==> src/rtl/arm_ctrl_pkg.sv <==
// Shared encodings for the ARM control path: FSM states, ALU/mux codes and
// the registered control word carried by the multicycle decoder.
package arm_ctrl_pkg;

  typedef enum logic [3:0] {
    S_FETCH, S_DECODE, S_MEMADR, S_MEMREAD, S_MEMWB, S_MEMWR,
    S_EXECR, S_EXECI, S_MULWAIT, S_ALUWB, S_BRANCH
  } state_e;

  localparam logic [2:0] ALU_ADD = 3'b000;
  localparam logic [2:0] ALU_SUB = 3'b001;
  localparam logic [2:0] ALU_AND = 3'b010;
  localparam logic [2:0] ALU_ORR = 3'b011;
  localparam logic [2:0] ALU_XOR = 3'b100;
  localparam logic [2:0] ALU_MUL = 3'b110;

  localparam logic [1:0] SRCB_REG  = 2'b00;
  localparam logic [1:0] SRCB_IMM  = 2'b01;
  localparam logic [1:0] SRCB_FOUR = 2'b10;

  localparam logic [1:0] RES_ALUOUT = 2'b00;
  localparam logic [1:0] RES_RDATA  = 2'b01;
  localparam logic [1:0] RES_ALU    = 2'b10;

  localparam logic [3:0] CMD_AND = 4'b0000;
  localparam logic [3:0] CMD_XOR = 4'b0001;
  localparam logic [3:0] CMD_SUB = 4'b0010;
  localparam logic [3:0] CMD_ADD = 4'b0100;
  localparam logic [3:0] CMD_ORR = 4'b1100;
  localparam logic [3:0] CMD_MOV = 4'b1101;
  localparam logic [3:0] CMD_MUL = 4'b1111;

  localparam logic [1:0] OP_DP  = 2'b00;
  localparam logic [1:0] OP_MEM = 2'b01;
  localparam logic [1:0] OP_BR  = 2'b10;

  typedef struct packed {
    logic       irwrite;
    logic       nextpc;
    logic       adrsrc;
    logic       alusrca;
    logic [1:0] alusrcb;
    logic [1:0] resultsrc;
    logic       regw;
    logic       memw;
    logic       branch;
    logic [2:0] aluctrl;
    logic [1:0] flagw;
    logic       mov;
  } ctrl_t;

  function automatic ctrl_t fetch_ctrl();
    ctrl_t c;
    c           = '0;
    c.irwrite   = 1'b1;
    c.nextpc    = 1'b1;
    c.alusrca   = 1'b1;
    c.alusrcb   = SRCB_FOUR;
    c.resultsrc = RES_ALU;
    return c;
  endfunction

endpackage

==> src/rtl/multicycle_decode_if.sv <==
// Instruction-field inputs and control-word outputs of the multicycle decoder.
interface multicycle_decode_if #(parameter int ALUCTRL_W = 3);
  logic [1:0]           Op;
  logic [5:0]           Funct;
  logic [3:0]           Rd;
  logic                 mem_ready;
  logic                 IRWrite, NextPC, AdrSrc, ALUSrcA;
  logic [1:0]           ALUSrcB, ResultSrc;
  logic                 RegW, MemW, Branch, PCS;
  logic [ALUCTRL_W-1:0] ALUControl;
  logic [1:0]           FlagW;
  logic                 mov, illegal, busy;

  modport master (
    output Op, Funct, Rd, mem_ready,
    input  IRWrite, NextPC, AdrSrc, ALUSrcA, ALUSrcB, ResultSrc,
    input  RegW, MemW, Branch, PCS, ALUControl, FlagW, mov, illegal, busy
  );

  modport slave (
    input  Op, Funct, Rd, mem_ready,
    output IRWrite, NextPC, AdrSrc, ALUSrcA, ALUSrcB, ResultSrc,
    output RegW, MemW, Branch, PCS, ALUControl, FlagW, mov, illegal, busy
  );
endinterface

==> src/rtl/alu_decode.sv <==
// Combinational data-processing decode: Funct[4:0] -> ALUControl, FlagW, mov,
// undefined. Outputs ADD/no-flags whenever alu_op_i is low.
module alu_decode
  import arm_ctrl_pkg::*;
#(
  parameter int ALUCTRL_W = 3
) (
  input  logic                 alu_op_i,
  input  logic [4:0]           funct_i,
  output logic [ALUCTRL_W-1:0] alu_ctrl_o,
  output logic [1:0]           flag_w_o,
  output logic                 mov_o,
  output logic                 undef_o
);

  logic [2:0] ctrl;
  logic       s_bit;

  assign s_bit = funct_i[0];

  always_comb begin
    ctrl    = ALU_ADD;
    mov_o   = 1'b0;
    undef_o = 1'b0;
    if (alu_op_i) begin
      case (funct_i[4:1])
        CMD_ADD: ctrl  = ALU_ADD;
        CMD_SUB: ctrl  = ALU_SUB;
        CMD_AND: ctrl  = ALU_AND;
        CMD_ORR: ctrl  = ALU_ORR;
        CMD_MOV: mov_o = 1'b1;
        CMD_XOR: ctrl  = ALU_XOR;
        CMD_MUL: ctrl  = ALU_MUL;
        default: undef_o = 1'b1;
      endcase
    end
  end

  // Undefined commands must not disturb the flags.
  always_comb begin
    flag_w_o = 2'b00;
    if (alu_op_i && !undef_o)
      flag_w_o = {s_bit, s_bit & (ctrl == ALU_ADD || ctrl == ALU_SUB)};
  end

  assign alu_ctrl_o = ALUCTRL_W'(ctrl);

endmodule

==> src/rtl/multicycle_decode.sv <==
// Multicycle ARM control FSM. Control outputs are registered from the next
// state so each state's control word is valid for its whole cycle.
module multicycle_decode
  import arm_ctrl_pkg::*;
#(
  parameter int MUL_CYCLES = 3,
  parameter int CNT_W      = $clog2(MUL_CYCLES + 1),
  parameter int ALUCTRL_W  = 3
) (
  input  logic               clk,
  input  logic               reset,
  multicycle_decode_if.slave bus
);

  state_e               state_q, state_d;
  logic [CNT_W-1:0]     cnt_q, cnt_d;
  ctrl_t                ctrl_q, ctrl_d;
  logic                 illegal_q, illegal_d;
  logic                 busy_q;

  logic [ALUCTRL_W-1:0] dec_ctrl;
  logic [1:0]           dec_flagw;
  logic                 dec_mov, dec_undef;
  logic                 is_mul;

  alu_decode #(.ALUCTRL_W(ALUCTRL_W)) u_alu_decode (
    .alu_op_i  (bus.Op == OP_DP),
    .funct_i   (bus.Funct[4:0]),
    .alu_ctrl_o(dec_ctrl),
    .flag_w_o  (dec_flagw),
    .mov_o     (dec_mov),
    .undef_o   (dec_undef)
  );

  assign is_mul = (bus.Funct[4:1] == CMD_MUL);

  always_comb begin
    state_d   = state_q;
    cnt_d     = cnt_q;
    illegal_d = 1'b0;
    case (state_q)
      S_FETCH:  state_d = S_DECODE;
      S_DECODE: begin
        case (bus.Op)
          OP_MEM:  state_d = S_MEMADR;
          OP_BR:   state_d = S_BRANCH;
          OP_DP:   state_d = bus.Funct[5] ? S_EXECI : S_EXECR;
          default: begin
            state_d   = S_FETCH;
            illegal_d = 1'b1;
          end
        endcase
      end
      S_MEMADR:  state_d = bus.Funct[0] ? S_MEMREAD : S_MEMWR;
      S_MEMREAD: if (bus.mem_ready) state_d = S_MEMWB;
      S_MEMWR:   if (bus.mem_ready) state_d = S_FETCH;
      S_EXECR, S_EXECI: begin
        if (dec_undef) begin
          state_d   = S_FETCH;
          illegal_d = 1'b1;
        end else if (is_mul) begin
          state_d = S_MULWAIT;
          cnt_d   = CNT_W'(MUL_CYCLES - 1);
        end else begin
          state_d = S_ALUWB;
        end
      end
      S_MULWAIT: begin
        if (cnt_q == '0) state_d = S_ALUWB;
        else             cnt_d   = cnt_q - CNT_W'(1);
      end
      default: state_d = S_FETCH;
    endcase
  end

  // MUL flags go out only on the cycle the counter reaches zero.
  always_comb begin
    ctrl_d = '0;
    case (state_d)
      S_FETCH:  ctrl_d = fetch_ctrl();
      S_DECODE: begin
        ctrl_d.alusrca   = 1'b1;
        ctrl_d.alusrcb   = SRCB_FOUR;
        ctrl_d.resultsrc = RES_ALU;
      end
      S_MEMADR: ctrl_d.alusrcb = SRCB_IMM;
      S_MEMREAD: ctrl_d.adrsrc = 1'b1;
      S_MEMWR: begin
        ctrl_d.adrsrc = 1'b1;
        ctrl_d.memw   = 1'b1;
      end
      S_MEMWB: begin
        ctrl_d.resultsrc = RES_RDATA;
        ctrl_d.regw      = 1'b1;
      end
      S_EXECR, S_EXECI, S_MULWAIT: begin
        ctrl_d.alusrcb = bus.Funct[5] ? SRCB_IMM : SRCB_REG;
        ctrl_d.aluctrl = 3'(dec_ctrl);
        ctrl_d.mov     = dec_mov;
        if (state_d == S_MULWAIT)
          ctrl_d.flagw = (cnt_d == '0) ? dec_flagw : 2'b00;
        else if (!is_mul)
          ctrl_d.flagw = dec_flagw;
      end
      S_ALUWB: ctrl_d.regw = 1'b1;
      S_BRANCH: begin
        ctrl_d.alusrcb   = SRCB_IMM;
        ctrl_d.resultsrc = RES_ALU;
        ctrl_d.branch    = 1'b1;
      end
      default: ctrl_d = fetch_ctrl();
    endcase
  end

  always_ff @(posedge clk or negedge reset) begin
    if (!reset) begin
      state_q   <= S_FETCH;
      cnt_q     <= '0;
      ctrl_q    <= fetch_ctrl();
      illegal_q <= 1'b0;
      busy_q    <= 1'b0;
    end else begin
      state_q   <= state_d;
      cnt_q     <= cnt_d;
      ctrl_q    <= ctrl_d;
      illegal_q <= illegal_d;
      busy_q    <= (state_d != S_FETCH);
    end
  end

  assign bus.IRWrite    = ctrl_q.irwrite;
  assign bus.NextPC     = ctrl_q.nextpc;
  assign bus.AdrSrc     = ctrl_q.adrsrc;
  assign bus.ALUSrcA    = ctrl_q.alusrca;
  assign bus.ALUSrcB    = ctrl_q.alusrcb;
  assign bus.ResultSrc  = ctrl_q.resultsrc;
  assign bus.RegW       = ctrl_q.regw;
  assign bus.MemW       = ctrl_q.memw;
  assign bus.Branch     = ctrl_q.branch;
  assign bus.PCS        = ((bus.Rd == 4'hF) & ctrl_q.regw) | ctrl_q.branch;
  assign bus.ALUControl = ALUCTRL_W'(ctrl_q.aluctrl);
  assign bus.FlagW      = ctrl_q.flagw;
  assign bus.mov        = ctrl_q.mov;
  assign bus.illegal    = illegal_q;
  assign bus.busy       = busy_q;

endmodule

==> src/flat_wrapper.sv <==
// flat-port wrapper written by rule: the top's interface ports become plain ports
module multicycle_decode_flat import arm_ctrl_pkg::*;
#(
  parameter int MUL_CYCLES = 3,
  parameter int CNT_W      = $clog2(MUL_CYCLES + 1),
  parameter int ALUCTRL_W  = 3
)
  (clk, reset, bus_Op, bus_Funct, bus_Rd, bus_mem_ready, bus_IRWrite, bus_NextPC, bus_AdrSrc, bus_ALUSrcA, bus_ALUSrcB, bus_ResultSrc, bus_RegW, bus_MemW, bus_Branch, bus_PCS, bus_ALUControl, bus_FlagW, bus_mov, bus_illegal, bus_busy);
  multicycle_decode_if #(.ALUCTRL_W(ALUCTRL_W)) bus_i ();
  input  logic clk;
  input  logic reset;
  input wire logic [$bits(bus_i.Op)-1:0] bus_Op;
  input wire logic [$bits(bus_i.Funct)-1:0] bus_Funct;
  input wire logic [$bits(bus_i.Rd)-1:0] bus_Rd;
  input wire logic [$bits(bus_i.mem_ready)-1:0] bus_mem_ready;
  output wire logic [$bits(bus_i.IRWrite)-1:0] bus_IRWrite;
  output wire logic [$bits(bus_i.NextPC)-1:0] bus_NextPC;
  output wire logic [$bits(bus_i.AdrSrc)-1:0] bus_AdrSrc;
  output wire logic [$bits(bus_i.ALUSrcA)-1:0] bus_ALUSrcA;
  output wire logic [$bits(bus_i.ALUSrcB)-1:0] bus_ALUSrcB;
  output wire logic [$bits(bus_i.ResultSrc)-1:0] bus_ResultSrc;
  output wire logic [$bits(bus_i.RegW)-1:0] bus_RegW;
  output wire logic [$bits(bus_i.MemW)-1:0] bus_MemW;
  output wire logic [$bits(bus_i.Branch)-1:0] bus_Branch;
  output wire logic [$bits(bus_i.PCS)-1:0] bus_PCS;
  output wire logic [$bits(bus_i.ALUControl)-1:0] bus_ALUControl;
  output wire logic [$bits(bus_i.FlagW)-1:0] bus_FlagW;
  output wire logic [$bits(bus_i.mov)-1:0] bus_mov;
  output wire logic [$bits(bus_i.illegal)-1:0] bus_illegal;
  output wire logic [$bits(bus_i.busy)-1:0] bus_busy;
  assign bus_i.Op = bus_Op;
  assign bus_i.Funct = bus_Funct;
  assign bus_i.Rd = bus_Rd;
  assign bus_i.mem_ready = bus_mem_ready;
  assign bus_IRWrite = bus_i.IRWrite;
  assign bus_NextPC = bus_i.NextPC;
  assign bus_AdrSrc = bus_i.AdrSrc;
  assign bus_ALUSrcA = bus_i.ALUSrcA;
  assign bus_ALUSrcB = bus_i.ALUSrcB;
  assign bus_ResultSrc = bus_i.ResultSrc;
  assign bus_RegW = bus_i.RegW;
  assign bus_MemW = bus_i.MemW;
  assign bus_Branch = bus_i.Branch;
  assign bus_PCS = bus_i.PCS;
  assign bus_ALUControl = bus_i.ALUControl;
  assign bus_FlagW = bus_i.FlagW;
  assign bus_mov = bus_i.mov;
  assign bus_illegal = bus_i.illegal;
  assign bus_busy = bus_i.busy;
  multicycle_decode #(.MUL_CYCLES(MUL_CYCLES), .CNT_W(CNT_W), .ALUCTRL_W(ALUCTRL_W)) u_core (.clk(clk), .reset(reset), .bus(bus_i));
endmodule
==> config.mk <==
export PLATFORM = sky130hd
export DESIGN_NAME = multicycle_decode_flat
export DESIGN_NICKNAME = d
export VERILOG_FILES = /design/src/rtl/arm_ctrl_pkg.sv /design/src/rtl/multicycle_decode_if.sv /design/src/rtl/alu_decode.sv /design/src/rtl/multicycle_decode.sv /design/src/flat_wrapper.sv
export SDC_FILE = /design/constraint.sdc
export NUM_CORES = 1
export LEC_CHECK = 0
export CORE_MARGIN = 10
export CORE_UTILIZATION = 50
export CTS_BUF_LIST = sky130_fd_sc_hd__clkbuf_2
export DETAILED_ROUTE_END_ITERATION = 8
export MAX_ROUTING_LAYER = met4
export PLACE_DENSITY = 0.91
export SETUP_SLACK_MARGIN = 0.02
export SLEW_MARGIN = 40
export SYNTH_ARGS = -nofsm -noshare
export SYNTH_HDL_FRONTEND = slang
export SYNTH_SLANG_ARGS = --single-unit
export TNS_END_PERCENT = 30
==> constraint.sdc <==
create_clock -name clk -period 2.33 [get_ports clk]
set_clock_uncertainty 0.05 [all_clocks]
set_input_delay 0.699 -clock clk [delete_from_list [all_inputs] [get_ports clk]]
set_output_delay 0.699 -clock clk [all_outputs]
set_load 0.005 [all_outputs]
==> results.sh <==
export IMPL_worstSkewPairLatency_ps=340
export IMPL_ir_drop_mv=0.829
export IMPL_max_freq_ghz=0.442
export IMPL_design_die_area_um2=5170
export IMPL_post_route_period_util_pct=97.2
export IMPL_crit_reg2reg_launch="u_core.state_q[3]"
export IMPL_hold_start="u_core.cnt_q[0]"
export IMPL_leakagePower_uw=0.000868
export IMPL_ys_top_cells_by_area="sky130_fd_sc_hd__dfrtp_1 (37%), sky130_fd_sc_hd__dfstp_2 (7.8%), sky130_fd_sc_hd__nand2_1 (3.3%)"
export IMPL_htreeDepth=1
export IMPL_synth_cell_area_um2=1350
export IMPL_synth_cells_most_frequent="sky130_fd_sc_hd__dfrtp_1 (20), sky130_fd_sc_hd__nand2_1 (12), sky130_fd_sc_hd__nor2_1 (7)"
export IMPL_syn_area_per_cell_um2=11.0
export IMPL_swShare_pct=37.1
export IMPL_dominantRegCellSynth="sky130_fd_sc_hd__dfrtp_1"
export IMPL_max_slew_margin_pct=72.4
export IMPL_cts_buffers=3
export IMPL_ios=35
export IMPL_cts_tree="yes"
export IMPL_worst_min_path_class="reg2reg"
export IMPL_number_of_enable_flip_flop_cells_after_synthesis=0
export IMPL_finalSetupViolCount=0
export IMPL_worstPathRequired_ps=2560
export IMPL_routed_via_density=5.54
export IMPL_finish_net_count=196
export IMPL_clk_pin_slew_worst_paths_ps=230
export IMPL_startpoint_type="primary input"
export IMPL_crit_path_end_kind="flip-flop"
export IMPL_postLayoutCellArea_um2=1920
export IMPL_outcome="finished clean"
export IMPL_synthMostInstantiatedCell="sky130_fd_sc_hd__dfrtp_1"
export IMPL_grt_pass1_vias=1260
export IMPL_final_antenna_net_count=0
export IMPL_core_area_um2=2520
export IMPL_syn_nets=137
export IMPL_power_internal_uw=1310
export IMPL_grt_max_degree=25
export IMPL_numClockSinks=24
export IMPL_crit_fanout=4
export IMPL_period_minus_slack_ps=2260
export IMPL_timing_hold_worst_path_depth=1
export IMPL_floorplan_die_width_um=71.9
export IMPL_report_final_hold_viol_count=0
export IMPL_drt_iter0_markers=50
export IMPL_clockRootBuffer="sky130_fd_sc_hd__clkbuf_2"
export IMPL_dpl_instance_area_um2=1870
export IMPL_reg2regPathDepth=5
export IMPL_drv_cap=0
export IMPL_drt_pre_antenna_iters=4
export IMPL_grt_remaining_overflow=0
export IMPL_ys_seq_elements=24
export IMPL_rsz0062_at_grt="no"
export IMPL_yosysSeqAreaShare_pct=44.9
export IMPL_timing_reg2reg_setup_slack_ps=150
export IMPL_pwr_share_comb_pct=58.8
export IMPL_netlist_instances=122
export IMPL_timing_worst_setup_path_type="in2reg"
export IMPL_die_h_um=71.9
export IMPL_routed_wire_length_per_instance_um=15.9
export IMPL_antennaDiodeCount=0
export IMPL_hold_end="u_core.cnt_q[0]"
export IMPL_io_buffer_count=34
export IMPL_post_synth_top_area_cell="sky130_fd_sc_hd__dfrtp_1"
export IMPL_dp_hpwl_um=2630
export IMPL_ys_async_sr_fraction_pct=100
export IMPL_initial_core_util_pct=53.4
export IMPL_finalHoldWorstSlack_ps=489
export IMPL_utilization_pct=76.2
export IMPL_clock_power_share_pct=7.5
export IMPL_finalWeightedCongestion=0.831
export IMPL_sequentialPowerShare_pct=33.7
export IMPL_antenna_found_initial=0
export IMPL_vias=1164
export IMPL_drv_slew=0
export IMPL_filler_cell_count=159
export IMPL_portion_of_synthesized_cell_area_occupied_by_the_leading_cell_type_pct=37.1
export IMPL_drive_above_1_share_pct=33.9
export IMPL_crit_arrival_ps=2490
export IMPL_global_route_wire_length_before_repair_um=5870
export IMPL_routed_wire_length_um=3330
export IMPL_total_switching_power_uw=773
export IMPL_synth_cell_types=55
export IMPL_power_density_cell_area_nw_per_um2=1080
export IMPL_globalRouteTotalUtil_pct=14.0
export IMPL_tightest_slew_ps=415
export IMPL_cts_max_path_buffers=2
export IMPL_drcViolationCount=0
export IMPL_worstReg2RegEnd="u_core.bus.ALUSrcB[1]"
export IMPL_yosysWarningCount=0
export IMPL_area_growth_synth_to_finish_pct=42.7
export IMPL_fp_row_count=18
==> kinds of logic after synthesis <==
group	Yosys count	share of synthesized area, %
XOR/XNOR	2	1.30
multiplexers	1	0.743
buffers and inverters	10	4.46
flip-flops	24	44.9
AO/OA/AOI/OAI	21	17.6
AND/OR/NAND/NOR	64	30.9
==> power groups by stage <==
stage                     sequential [µW]  clock, µW  combinational [µW]
after detailed placement              709          0                1190
after global placement                695          0                1140
final                                 702        157                1220
after floorplan                       650          0                 740
after global routing                  729        185                1320
after CTS                             699        162                1200
==> how the worst max path moves through the flow <==
stage	slack, ps	endpoint	from
final	70	u_core.bus.ResultSrc[1]	bus_mem_ready
after global routing	30	u_core.bus.ResultSrc[1]	bus_mem_ready
after CTS	20	u_core.bus.ALUSrcB[1]	bus_Funct[3]
after detailed placement	-390	u_core.bus.ALUSrcB[1]	bus_Funct[3]
after global placement	-360	bus_PCS	bus_Rd[3]
after floorplan	170	u_core.bus.ALUSrcA	bus_Funct[4]
==> layout by cell type, fill, tap and decap left out, types with 4 or more instances in the layout <==
master                            instances
sky130_fd_sc_hd__buf_4                   27
sky130_fd_sc_hd__clkdlybuf4s50_1         26
sky130_fd_sc_hd__dfrtp_1                 20
sky130_fd_sc_hd__nand2_1                 12
sky130_fd_sc_hd__nor2_1                   7
sky130_fd_sc_hd__nor3_1                   5
sky130_fd_sc_hd__a21oi_1                  4
sky130_fd_sc_hd__nand3b_1                 4
sky130_fd_sc_hd__and3_1                   4
sky130_fd_sc_hd__dlygate4sd2_1            4
sky130_fd_sc_hd__dfstp_2                  4
==> stage by stage <==
stage                     total power (µW)  TNS, ps  setup WS [ps]  std cells
after floorplan                       1390        0            171        122
after global placement                1840    -3400           -356        203
after detailed placement              1900    -4630           -392        203
after CTS                             2060        0           15.2        208
after global routing                  2240        0           33.8        210
final                                 2080        0           66.1        210
==> cell type report <==
| cell class | count | area [µm²] | share of cell area (%) |
|---|---|---|---|
| clock buffers | 3 | 15.0 | 0.781 |
| inverters | 2 | 7.51 | 0.390 |
| multi-input cells | 88 | 693 | 36.0 |
| flip-flops and latches | 24 | 606 | 31.5 |
| clock inverters | 1 | 3.75 | 0.195 |
| well taps | 30 | 37.5 | 1.95 |
| repair buffers | 62 | 561 | 29.1 |
==> layer usage <==
layer	part of all wire, %	track usage (%)	wire [µm]	vias up
li1	-	-	-	564
met1	42	15.5	1410	559
met2	51	24.2	1710	35
met3	4.9	3.13	163	6
met4	1.3	5.16	42	0
met5	0	-	0	-
==> worst max-delay path, cell delays in order <==
cell,delay (ps)
sky130_fd_sc_hd__clkdlybuf4s50_1,520
sky130_fd_sc_hd__nand4bb_1,170
sky130_fd_sc_hd__buf_4,130
sky130_fd_sc_hd__a21oi_1,80
sky130_fd_sc_hd__or3_4,410
sky130_fd_sc_hd__or2_1,260
sky130_fd_sc_hd__o211a_1,230
==> timing repair <==
item                       in CTS  in global routing
hold buffers                    0                  0
setup buffers                   1                  2
gates resized for setup         8                  7
pin swaps                       4                  3
setup endpoints to repair       5                 10
==> state kept, by name (all words and copies together), names as in the netlist <==
signal and count:
u_core.bus.illegal 1, u_core.cnt_q 2, u_core.bus.ResultSrc 2, u_core.bus.FlagW 2, u_core.bus.IRWrite 1, u_core.bus.ALUSrcB 2
u_core.state_q 4, u_core.bus.RegW 1, u_core.bus.mov 1, u_core.bus.busy 1, u_core.bus.MemW 1, u_core.bus.Branch 1
u_core.bus.AdrSrc 1, u_core.bus.ALUSrcA 1, u_core.bus.ALUControl 3
Power figures use the tool's default switching activity.
